### src/rtl/alu_result_fifo.sv
// Result FIFO buffering ALU outputs with registered read data and one-cycle read latency.
// Define ALU_FIFO_STATUS_EN to build in the sticky overflow/underflow flags; otherwise they read as 0.
module alu_result_fifo #(
   parameter int WIDTH = 8,
   parameter int DEPTH = 8
) (
   input  logic                       clock,
   input  logic                       reset,
   input  logic                       wr_en,
   input  logic [WIDTH-1:0]           wr_data,
   input  logic                       rd_en,
   output logic [WIDTH-1:0]           rd_data,
   output logic                       rd_valid,
   output logic [$clog2(DEPTH):0]     count,
   output logic                       full,
   output logic                       empty,
   output logic                       overflow,
   output logic                       underflow
);

   localparam int PTR_W = $clog2(DEPTH);
   localparam int CNT_W = PTR_W + 1;
   localparam logic [CNT_W-1:0] FULL_COUNT = CNT_W'(DEPTH);

   logic [WIDTH-1:0] r_mem [DEPTH];
   logic [PTR_W-1:0] r_wrPtr;
   logic [PTR_W-1:0] r_rdPtr;
   logic [CNT_W-1:0] r_count;
   logic [WIDTH-1:0] r_rdData;
   logic             r_rdValid;

   logic w_full;
   logic w_empty;
   logic w_pushOk;
   logic w_popOk;

   assign w_full  = (r_count == FULL_COUNT);
   assign w_empty = (r_count == '0);

   // A push into a full FIFO is only safe when the same edge frees a slot;
   // a push into an empty FIFO never falls through to the read port.
   assign w_pushOk = wr_en && (!w_full || rd_en);
   assign w_popOk  = rd_en && !w_empty;

   // Storage is not reset; pointers and count alone decide what is visible.
   always_ff @(posedge clock) begin
      if (!reset && w_pushOk) begin
         r_mem[r_wrPtr] <= wr_data;
      end
   end

   always_ff @(posedge clock) begin
      if (reset) begin
         r_wrPtr   <= '0;
         r_rdPtr   <= '0;
         r_count   <= '0;
         r_rdData  <= '0;
         r_rdValid <= 1'b0;
      end else begin
         r_rdValid <= w_popOk;
         if (w_pushOk) begin
            r_wrPtr <= r_wrPtr + PTR_W'(1);
         end
         if (w_popOk) begin
            r_rdData <= r_mem[r_rdPtr];
            r_rdPtr  <= r_rdPtr + PTR_W'(1);
         end
         case ({w_pushOk, w_popOk})
            2'b10:   r_count <= r_count + CNT_W'(1);
            2'b01:   r_count <= r_count - CNT_W'(1);
            default: r_count <= r_count;
         endcase
      end
   end

`ifdef ALU_FIFO_STATUS_EN
   logic r_overflow;
   logic r_underflow;

   // Sticky error flags: only reset clears them.
   always_ff @(posedge clock) begin
      if (reset) begin
         r_overflow  <= 1'b0;
         r_underflow <= 1'b0;
      end else begin
         if (wr_en && !w_pushOk) begin
            r_overflow <= 1'b1;
         end
         if (rd_en && !w_popOk) begin
            r_underflow <= 1'b1;
         end
      end
   end

   assign overflow  = r_overflow;
   assign underflow = r_underflow;
`else
   assign overflow  = 1'b0;
   assign underflow = 1'b0;
`endif

   assign rd_data  = r_rdData;
   assign rd_valid = r_rdValid;
   assign count    = r_count;
   assign full     = w_full;
   assign empty    = w_empty;

endmodule

### config.mk
export PLATFORM = sky130hd
export DESIGN_NAME = alu_result_fifo
export DESIGN_NICKNAME = d
export VERILOG_FILES = /design/src/rtl/alu_result_fifo.sv
export SDC_FILE = /design/constraint.sdc
export NUM_CORES = 1
export LEC_CHECK = 0
export CAP_MARGIN = 20
export CORE_ASPECT_RATIO = 1.4
export CORE_MARGIN = 4
export CORE_UTILIZATION = 45
export DETAILED_ROUTE_END_ITERATION = 12
export GPL_TIMING_DRIVEN = 1
export PLACE_DENSITY = 0.7
export SLEW_MARGIN = 10
export SYNTH_ARGS = -nofsm -noshare
export SYNTH_HDL_FRONTEND = slang
export SYNTH_SLANG_ARGS = --single-unit
export TNS_END_PERCENT = 5
### constraint.sdc
create_clock -name clock -period 3.5 [get_ports clock]
set_clock_uncertainty 0.1 [all_clocks]
set_input_delay 0.35 -clock clock [delete_from_list [all_inputs] [get_ports clock]]
set_output_delay 0.35 -clock clock [all_outputs]
set_load 0.005 [all_outputs]
# Word-level counts from Yosys, hierarchy flattened
# Memories as Yosys holds them, arrays and structs flattened. A register that Yosys moved wholly into a read port is not among the register bits.
# Cells that the tools add are included.
# op_classes
n_eq_ne	3
n_addsub	4
n_reduce_logical	9
muxes	3
# op_table
operator	count
4-bit one-hot mux with 2 select lines	1
3-bit by 1-bit adder with 3-bit output, second input constant	2
4-bit by 1-bit adder with 4-bit output, second input constant	1
4-bit equality test, second input constant	1
4-bit logical NOT	1
4-bit by 1-bit subtractor with 4-bit output, second input constant	1
1-bit logical AND	3
1-bit logical NOT	3
2-bit by 1-bit equality test with 1-bit output, second input constant	1
2-bit equality test, second input constant	1
1-bit two-way mux	2
2-bit nonzero test	1
1-bit logical OR	1
# totals
memories	1
out_inout_bits	17
inputBits	12
word_cells	24
ramBits	64
register_bits	11
# mem_list
name	depth	width	rd	rd_ports_with_merged_regs	write_ports	line	source
r_mem	8	8	1	1	1	25	logic [WIDTH-1:0] r_mem [DEPTH];

# Longest topological paths before layout
# Gate-level depths: netlist of the first run.
# logic_depth
ltp_word	7
depth_mapped	9
depth_no_buf	9

# Worst setup path after synthesis of the first run
# No wires, ideal clock.
# synth_path
path_type	reg2reg
from	register r_count[0], in the netlist count[0]
to	register r_count[3], in the netlist count[3]
arrival_ns	2.473
setup_ns	0.071
synth_period_minus_slack_ns	2.644
n_path_buf	1
required_ns	3.329
slack_ns	0.856
path_stages_with_launch	9
cell_sequence	dfxtp_1 -> o41a_2 -> clkbuf_1 -> ha_1 -> ha_1 -> a21oi_1 -> a21oi_1 -> or4_1 -> a21oi_1
# synth_via
elab_cells_between_ends	13
classes_between	add/sub: 2; eq/ne: 3; mux: 1; reduce/logical: 7
# synth_lines
element	line	source
from (decl)	28	logic [CNT_W-1:0] r_count;
from (signal assigned)	69	2'b10: r_count <= r_count + CNT_W'(1);
from (signal assigned)	70	2'b01: r_count <= r_count - CNT_W'(1);
from (signal assigned)	71	default: r_count <= r_count;
4-bit logical NOT *	38	assign w_empty = (r_count == '0);
1-bit logical NOT *	43	assign w_popOk = rd_en && !w_empty;
1-bit logical AND *	43	
named net w_popOk	35	logic w_popOk;
2-bit by 1-bit equality test with 1-bit output / 2-bit equality test (equally long branches)	68	case ({w_pushOk, w_popOk})
4-bit one-hot mux with 2 select lines / 2-bit nonzero test (equally long branches)	-	
# Mark *: on every way through the listed nets, which the timed path passes. The rest lies on a longest branch.
# A chain may end at the register's enable or synchronous reset.

# Worst setup path in the final report of the first run
# layout_path
from	register r_count[0], in the netlist count[0]
to	register r_count[3], in the netlist count[3]
# layout_via
elab_chain_len	6
elab_cells_between_ends	13
classes_between	add/sub: 2; eq/ne: 3; mux: 1; reduce/logical: 7
# layout_rtl
element	line	source
4-bit equality test	37	assign w_full = (r_count == FULL_COUNT);
1-bit logical NOT	42	assign w_pushOk = wr_en && (!w_full || rd_en);
1-bit logical OR	42	
1-bit logical AND	42	
2-bit by 1-bit equality test with 1-bit output / 2-bit equality test (equally long branches)	68	
4-bit one-hot mux with 2 select lines / 2-bit nonzero test (equally long branches)	-	
# Several ways; a longest one is shown, not always the timed one.

==> results of run 1 <==
state kept, by name (all words and copies together) (netlist names):
signal and cells:
count 4, r_mem 64, r_rdPtr 3, r_wrPtr 3, rd_data 8, rd_valid 1
kinds of logic after synthesis:
| kind of cell | after synthesis | share of synthesized area |
|---|---|---|
| other cells | 1 | 0.00115 |
| buf+inv | 15 | 0.0219 |
| simple gates | 49 | 0.0719 |
| fa+ha+maj | 6 | 0.0254 |
| flops | 83 | 0.708 |
| compound gates | 18 | 0.0388 |
| mux | 18 | 0.117 |
| xor+xnor | 6 | 0.0162 |
per-stage QoR:
step                      area (µm²)  power [mW]
after global routing            3880        2.66
after global placement          3670        1.82
after CTS                       3880        2.53
final                           3880        2.51
after detailed placement        3670        1.83
after floorplan                 3260        1.58
final cells by class:
cell class	instances	area [µm²]
Clock inverter	6	80.1
Inverter	4	15.0
Clock buffer	10	128
Timing Repair Buffer	37	343
Fill cell	582	3110
Sequential cell	83	2300
Multi-Input combinational cell	99	890
Tap cell	95	119
synthesized netlist by cell type, drive strengths merged, types with 2 or more instances:
master	n	share of area
ha	5	0.019
nor3	11	0.017
o211ai	2	0.0046
xor2	5	0.013
inv	4	0.0046
buf	6	0.011
a21oi	5	0.0077
edfxtp	64	0.59
mux4	16	0.11
nor2	24	0.028
nand2	4	0.0046
nor4	2	0.0038
dfxtp	19	0.12
mux2i	2	0.0062
clkbuf	5	0.0062
o22ai	8	0.015
worst min-delay path, cell delays in order (launching register included):
cell     delay, ns
dfxtp_1       0.31
nor2_1        0.09
nor3_1        0.04
metal layers:
layer	wire, µm	part of all wire
met1	2430	0.41
met2	3100	0.53
met3	279	0.047
met4	91	0.015
met5	0	0
power groups by stage:
stage / logic [mW] / clock network (mW) / registers, mW
after floorplan: 0.357 / 0 / 1.22
after global placement: 0.571 / 0 / 1.25
after detailed placement: 0.575 / 0 / 1.25
after CTS: 0.580 / 0.726 / 1.23
after global routing: 0.639 / 0.772 / 1.25
final: 0.570 / 0.711 / 1.23
worst min path at each step:
stage	from	to	slack, ns
floorplan	wr_data[0]	r_mem[0][0]	0.35
global placement	rd_data[4]	rd_data[4]	0.38
detailed placement	rd_data[4]	rd_data[4]	0.38
CTS	rd_data[4]	rd_data[4]	0.39
global route	rd_data[6]	rd_data[6]	0.42
finish	rd_data[3]	rd_data[3]	0.39
==> reports/results.tsv, run 1 <==
metric	value	unit
fp.dieH	109	µm
io_buffer_count	26	
grt_use_total	0.158	
cts_tree	built	
synthArstFlopShare	0	
synthToLayoutAreaGrowth	19.2	%
grt_max_degree	24	
clock_sinks	83	
status	finished clean	
layout_common_cells	64 x edfxtp_1, 26 x clkdlybuf4s50_1, 24 x nor2_1	
critPathBufInv	0	
worst_slew_pin_slew	0.831	ns
first_pass_iters	4	
busiest_layer	met2	
p_clk_frac	0.284	
ff2ff_setup_slack	0.69	ns
cp_max_fo	7	
internal_power	1.86	mW
r2r-end	count[3]	
grt_pass1_wl	9.67	mm
wire_per_inst	17.7	µm
cp_top_family	simple AND/OR/NAND/NOR gates	
min_period	2.81	ns
setup_viol	0	
io-pin-count	29	
rsz0062_at_grt	no	
r2r_start	count[0]	
drc_errors	0	
worst-path-stages	8	
num_rows	36	
cp.required	3.68	ns
start_util	0.466	
place_inst	318	
relSlewSlack	0.445	
fin_ws	0.690	ns
reg2regPathDepth	8	
cts.path.max_buffers	2	
swShare	0.257	
layout.cells.non_filler	334	
drtIter0Drc	148	
cts-resized-gates	0	
wl	5.90	mm
cp-end-kind	register	
ant_nets	0	
clock.fmax	356	MHz
drt-vias-per-instance	5.28	
dieWidth	79.9	µm
n_antenna_cell	0	
crit_top_cell	a21oi_1	
met3_usage	0.0442	
vias	1765	
hp-class	register to register	
antenna_found_initial	0	
final_common_cell	edfxtp_1	
switchingPower	0.645	mW
tns	0	ns
nets	252	
start_kind	register	
cts-hold-fix-buffers	0	
grt_overflow	0	
whs	0.391	ns
yosysSeqAreaShare	0.708	
critPathKind	register to register	
crit_path_top_delay_cell	or4b_4	
grt_pass1_vias	1852	
p_leak	1.28	nW
whs_path_depth	2	
ys_warn_count	0	
hold_violations	0	
cts_buffers	9	
drive_gt1_frac	0.184	
cts-root-buf	clkbuf_8	
clk-insertion-delay-late	0.34	ns
routabilityCongestion	0.700	
arrival	2.99	ns
post-route-util	0.555	
dp_slack	0.723	ns
synth_edf_count	64	
clkTransAtPathRegs	0.07	ns
p_seq_frac	0.489	
syn_area	3250	µm²
design.core.area	6980	µm²
slew_viol_final	0	
cts-htree-levels	3	
hpwl	3.85	mm
combPwrFrac	0.227	
ys.flop_type	edfxtp_1	
grt_util_met1	0.192	
maxCapViolCount	0	
postCtsSetupRepairBufs	0	
ir_worst_vdd	0.405	mV
cellPowerDensity	647	nW/µm²
syn_avg_cell_area	16.6	µm²
cp-endpoint	count[3]	
cp_slowest_stage_delay	0.60	ns
use_met2	0.263	
synthCells	196	
die-area	8670	µm²
period_share	0.803	
crit_chain	or4b_4, o21ai_4, ha_1, ha_1, a21oi_1, a21oi_1, or4_1, a21oi_1	
synth_cell_types	33	
synth.ff_latch_count	83	
startpoint	count[0]	
(Power assumes the default switching activity.)
==> inputs of run 2 (changes only) <==
--- a/config.mk
+++ b/config.mk
@@ -11,7 +11,7 @@
 export CORE_UTILIZATION = 45
 export DETAILED_ROUTE_END_ITERATION = 12
 export GPL_TIMING_DRIVEN = 1
-export PLACE_DENSITY = 0.7
+export PLACE_DENSITY = 0.72
 export SLEW_MARGIN = 10
 export SYNTH_ARGS = -nofsm -noshare
 export SYNTH_HDL_FRONTEND = slang
==> constraint.sdc (replaced) <==
create_clock -name clock -period 2.35 [get_ports clock]
set_clock_uncertainty 0.1 [all_clocks]
set_input_delay 0.235 -clock clock [delete_from_list [all_inputs] [get_ports clock]]
set_output_delay 0.235 -clock clock [all_outputs]
set_load 0.005 [all_outputs]
==> reports/results.tsv, run 2 (same netlist as run 1, synthesis figures left out) <==
metric	value	unit
dieWidth	79.9	µm
die-area	8670	µm²
routabilityCongestion	0.830	
layout_common_cells	64 x edfxtp_1, 26 x clkdlybuf4s50_1, 24 x nor2_1	
io_buffer_count	26	
failed_checks	negative setup slack	
cts-htree-levels	3	
drc_errors	0	
grt_pass1_wl	9.77	mm
first_pass_iters	4	
synthToLayoutAreaGrowth	24.5	%
nets	264	
start_util	0.466	
use_met2	0.272	
cellPowerDensity	968	nW/µm²
wire_per_inst	18.1	µm
power	3.92	mW
clock.fmax	415	MHz
num_rows	36	
drtIter0Drc	99	
cp-end-kind	register	
cp_max_fo	3	
status	finished with violations	
arrival	2.60	ns
start_kind	register	
antenna_found_initial	0	
vias	1822	
layout.cells.non_filler	346	
grt_util_met1	0.187	
crit_chain	or4b_4, o21ai_4, ha_4, ha_4, a21oi_2, and3_1, or4_4, a21oi_2	
wl	6.26	mm
slew_viol_final	0	
grt_max_degree	19	
grt_overflow	0	
min_period	2.41	ns
cts_buffers	9	
cts-hold-fix-buffers	0	
cp_slowest_stage_delay	0.56	ns
clock_sinks	83	
ant_nets	0	
maxCapViolCount	0	
io-pin-count	29	
grt_use_total	0.161	
critPathKind	register to register	
fp.dieH	109	µm
hold_violations	0	
seq_area	2310	µm²
drt-vias-per-instance	5.27	
relSlewSlack	0.389	
cts.path.max_buffers	2	
place_inst	327	
busiest_layer	met2	
period_share	1.03	
multi_input_area	961	µm²
drive_gt1_frac	0.279	
post-route-util	0.580	
clkTransAtPathRegs	0.08	ns
p_leak	1.35	nW
ir_worst_vdd	0.491	mV
grt_pass1_vias	1845	
n_antenna_cell	0	
cts_tree	built	
setup_viol	3	
crit_path_top_delay_cell	or4b_4	
top_register	r_mem	
hpwl	4.09	mm
hp-class	register to register	
design.core.area	6980	µm²
largest_register_ffs	64	
dp_slack	-0.0600	ns
rsz0062_at_grt	yes	
met3_usage	0.0483	
final_common_cell	edfxtp_1	
clk-insertion-delay-late	0.35	ns
worst_slew_pin_slew	0.913	ns
cp.required	2.54	ns
cts-root-buf	clkbuf_8	
fin_ws	-0.0602	ns
nFillCells	554	
==> run 2: cell count changes in the layout (fill, tap and decap cells not counted), sizes merged <==
cell / change
buf: +12
clkinv: -1
inv: +1
clkbuf: +1
bufinv: -1
==> run 2: metrics by stage <==
step,setup TNS (ns),instance area [µm²],hold slack [ns]
after global routing,-0.340,4050,0.422
after CTS,-0.0377,4040,0.396
final,-0.0793,4050,0.391
after detailed placement,-0.585,3790,0.380
after global placement,-0.00950,3790,0.378
after floorplan,-0.144,3310,0.234
==> run 2: what timing repair did <==
item,CTS,global route
gates resized for setup,4,3
cloned,0,0
endpoints found under the setup margin,1,4
setup buffers,3,0
pin swaps,5,3
==> run 2: per-layer routing <==
metal | wire (µm) | part of all wire
met1 | 2410 | 0.38
met2 | 3400 | 0.54
met3 | 329 | 0.053
met4 | 121 | 0.019
met5 | 0 | 0
==> run 2: area by class of cell <==
class,count,share of cell area
clock buffer,11,0.0377
sequential,83,0.570
clock inverter,5,0.0148
inverter,4,0.00371
timing repair buffer,49,0.107
multi-input combinational,99,0.237
tap,95,0.0294
==> run 2: final timing paths <==
kind	cells after the start	startpoint	slack, ns	end
min reg2reg	2	rd_data[1]	0.39	rd_data[1]
max	8	count[1]	-0.06	count[3]
min	2	rd_data[1]	0.39	rd_data[1]
max reg2reg	8	count[1]	-0.06	count[3]
==> run 2: worst max-delay path: cells and delay by family, from the launching register on <==
kind	cells	cell delay, ns
simple gates	3	1.23
compound gates	3	0.36
flops	1	0.33
fa+ha+maj	2	0.33
==> run 2: power by group <==
part	leakage, nW	internal [mW]	total, mW	switching [mW]
sequential	0.736	1.71	1.78	0.0691
clock	0.105	0.560	1.06	0.502
combinational	0.505	0.596	1.08	0.483
==> inputs of run 3 (changes only) <==
--- a/config.mk
+++ b/config.mk
@@ -11,7 +11,7 @@
 export CORE_UTILIZATION = 45
 export DETAILED_ROUTE_END_ITERATION = 12
 export GPL_TIMING_DRIVEN = 1
-export PLACE_DENSITY = 0.72
+export PLACE_DENSITY = 0.73
 export SLEW_MARGIN = 10
 export SYNTH_ARGS = -nofsm -noshare
 export SYNTH_HDL_FRONTEND = slang
==> reports/results.tsv, run 3 (same netlist as run 1, synthesis figures left out) <==
metric	value	unit
maxCapViolCount	0	
relSlewSlack	0.359	
setup_viol	1	
final_area	4040	µm²
busiest_layer	met2	
fin_ws	-0.0913	ns
tns	-0.0913	ns
cts-root-buf	clkbuf_8	
wl	6.07	mm
vias	1771	
layout_common_cells	64 x edfxtp_1, 26 x clkdlybuf4s50_1, 24 x nor2_1	
clkTransAtPathRegs	0.09	ns
hp-class	register to register	
clock.fmax	410	MHz
synthToLayoutAreaGrowth	24.2	%
grt_overflow	0	
seq_area	2310	µm²
io-pin-count	29	
antenna_found_initial	0	
status	finished with violations	
drtIter0Drc	84	
dpl_cell_area	3770	µm²
worst_slew_pin_slew	0.958	ns
num_rows	36	
drc_errors	0	
whs_path_depth	2	
min-delay-start	rd_data[3]	
fp.dieH	109	µm
cp_max_fo	3	
dieWidth	79.9	µm
r2r-end	count[3]	
grt_pass1_wl	9.73	mm
grt_pass1_vias	1823	
cp-end-kind	register	
cp.required	2.54	ns
min_period	2.44	ns
cts_tree	built	
clk-insertion-delay-late	0.35	ns
ff2ff_setup_slack	-0.09	ns
start_kind	register	
top_register	r_mem	
routabilityCongestion	0.731	
drt-vias-per-instance	5.15	
cts_buffers	9	
hold_end	rd_data[3]	
grt_max_degree	19	
reg2regPathDepth	8	
hold_violations	0	
cellPowerDensity	993	nW/µm²
nFillCells	524	
ant_nets	0	
cts-hold-fix-buffers	0	
rsz0062_at_grt	yes	
met3_usage	0.0325	
design.core.area	6980	µm²
p_leak	1.35	nW
ir_worst_vdd	0.475	mV
r2r_start	count[2]	
grt_util_met1	0.187	
wire_per_inst	17.7	µm
critPathKind	register to register	
multi_input_area	948	µm²
largest_register_ffs	64	
arrival	2.63	ns
final_common_cell	edfxtp_1	
first_pass_iters	4	
start_util	0.466	
nets	262	
n_antenna_cell	0	
period_share	1.04	
io_buffer_count	26	
cts.path.max_buffers	2	
grt_use_total	0.157	
failed_checks	negative setup slack	
cts-htree-levels	3	
die-area	8670	µm²
clock_sinks	83	
hpwl	3.82	mm
drive_gt1_frac	0.261	
slew_viol_final	0	
use_met2	0.273	
run 3: cell count changes in the layout (fill, tap and decap cells not counted), sizes merged:
cell / delta
buf: -2
bufinv: +1
clkbuf: -2
clkinvlp: -1
inv: +2
run 3: layout make-up:
cell class / count / share of cell area
inverters: 4 / 0.00372
well taps: 95 / 0.0294
clock inverters: 7 / 0.0269
clock buffers: 9 / 0.0307
repair buffers: 47 / 0.103
multi-input cells: 99 / 0.235
flip-flops and latches: 83 / 0.571
run 3: repair_timing:
item / CTS / global route
endpoints found under the setup margin: 1 / 3
hold endpoints to repair: 0 / 0
gates resized for setup: 3 / 1
buffers inserted: 1 / 1
pin swaps: 5 / 4
run 3: power by group:
group | switching (mW) | total, mW | internal (mW) | leakage, nW
Sequential | 0.0654 | 1.77 | 1.71 | 0.735
Clock | 0.550 | 1.17 | 0.621 | 0.118
Combinational | 0.472 | 1.07 | 0.594 | 0.492
Total | 1.09 | 4.01 | 2.92 | 1.35
run 3: worst max-delay path, cell delays in order (launching register included):
cell	delay (ns)
dfxtp_4	0.35
or4b_4	0.56
o21ai_4	0.20
ha_4	0.19
ha_4	0.15
a21oi_2	0.05
and3_1	0.19
or4_1	0.47
a21oi_1	0.13
run 3: how the worst max path moves through the flow:
| stage | endpoint | startpoint | cells after the start | slack, ns |
|---|---|---|---|---|
| after global routing | count[3] | count[2] | 8 | -0.18 |
| after global placement | count[3] | count[2] | 8 | -0.01 |
| after floorplan | count[3] | count[2] | 8 | -0.14 |
| final | count[3] | count[2] | 8 | -0.09 |
| after detailed placement | count[3] | count[2] | 8 | -0.08 |
| after CTS | count[3] | count[1] | 8 | -0.07 |
run 3: metrics by stage:
stage                     worst slack (ns)  instances  hold slack, ns   util  power (mW)
after floorplan                     -0.142        197           0.234      -        2.41
after global placement             -0.0130        326           0.379  0.541        2.85
after detailed placement           -0.0837        326           0.380  0.541        2.87
after CTS                          -0.0677        343           0.396  0.577        4.04
after global routing                -0.182        344           0.428  0.579        4.21
final                              -0.0913        344           0.395  0.579        4.01
run 3: metal layers:
| metal | routed length, µm | vias up |
|---|---|---|
| li1 | - | 852 |
| met1 | 2400 | 879 |
| met2 | 3370 | 31 |
| met5 | 0 | - |
| met4 | 110 | 0 |
| met3 | 189 | 9 |
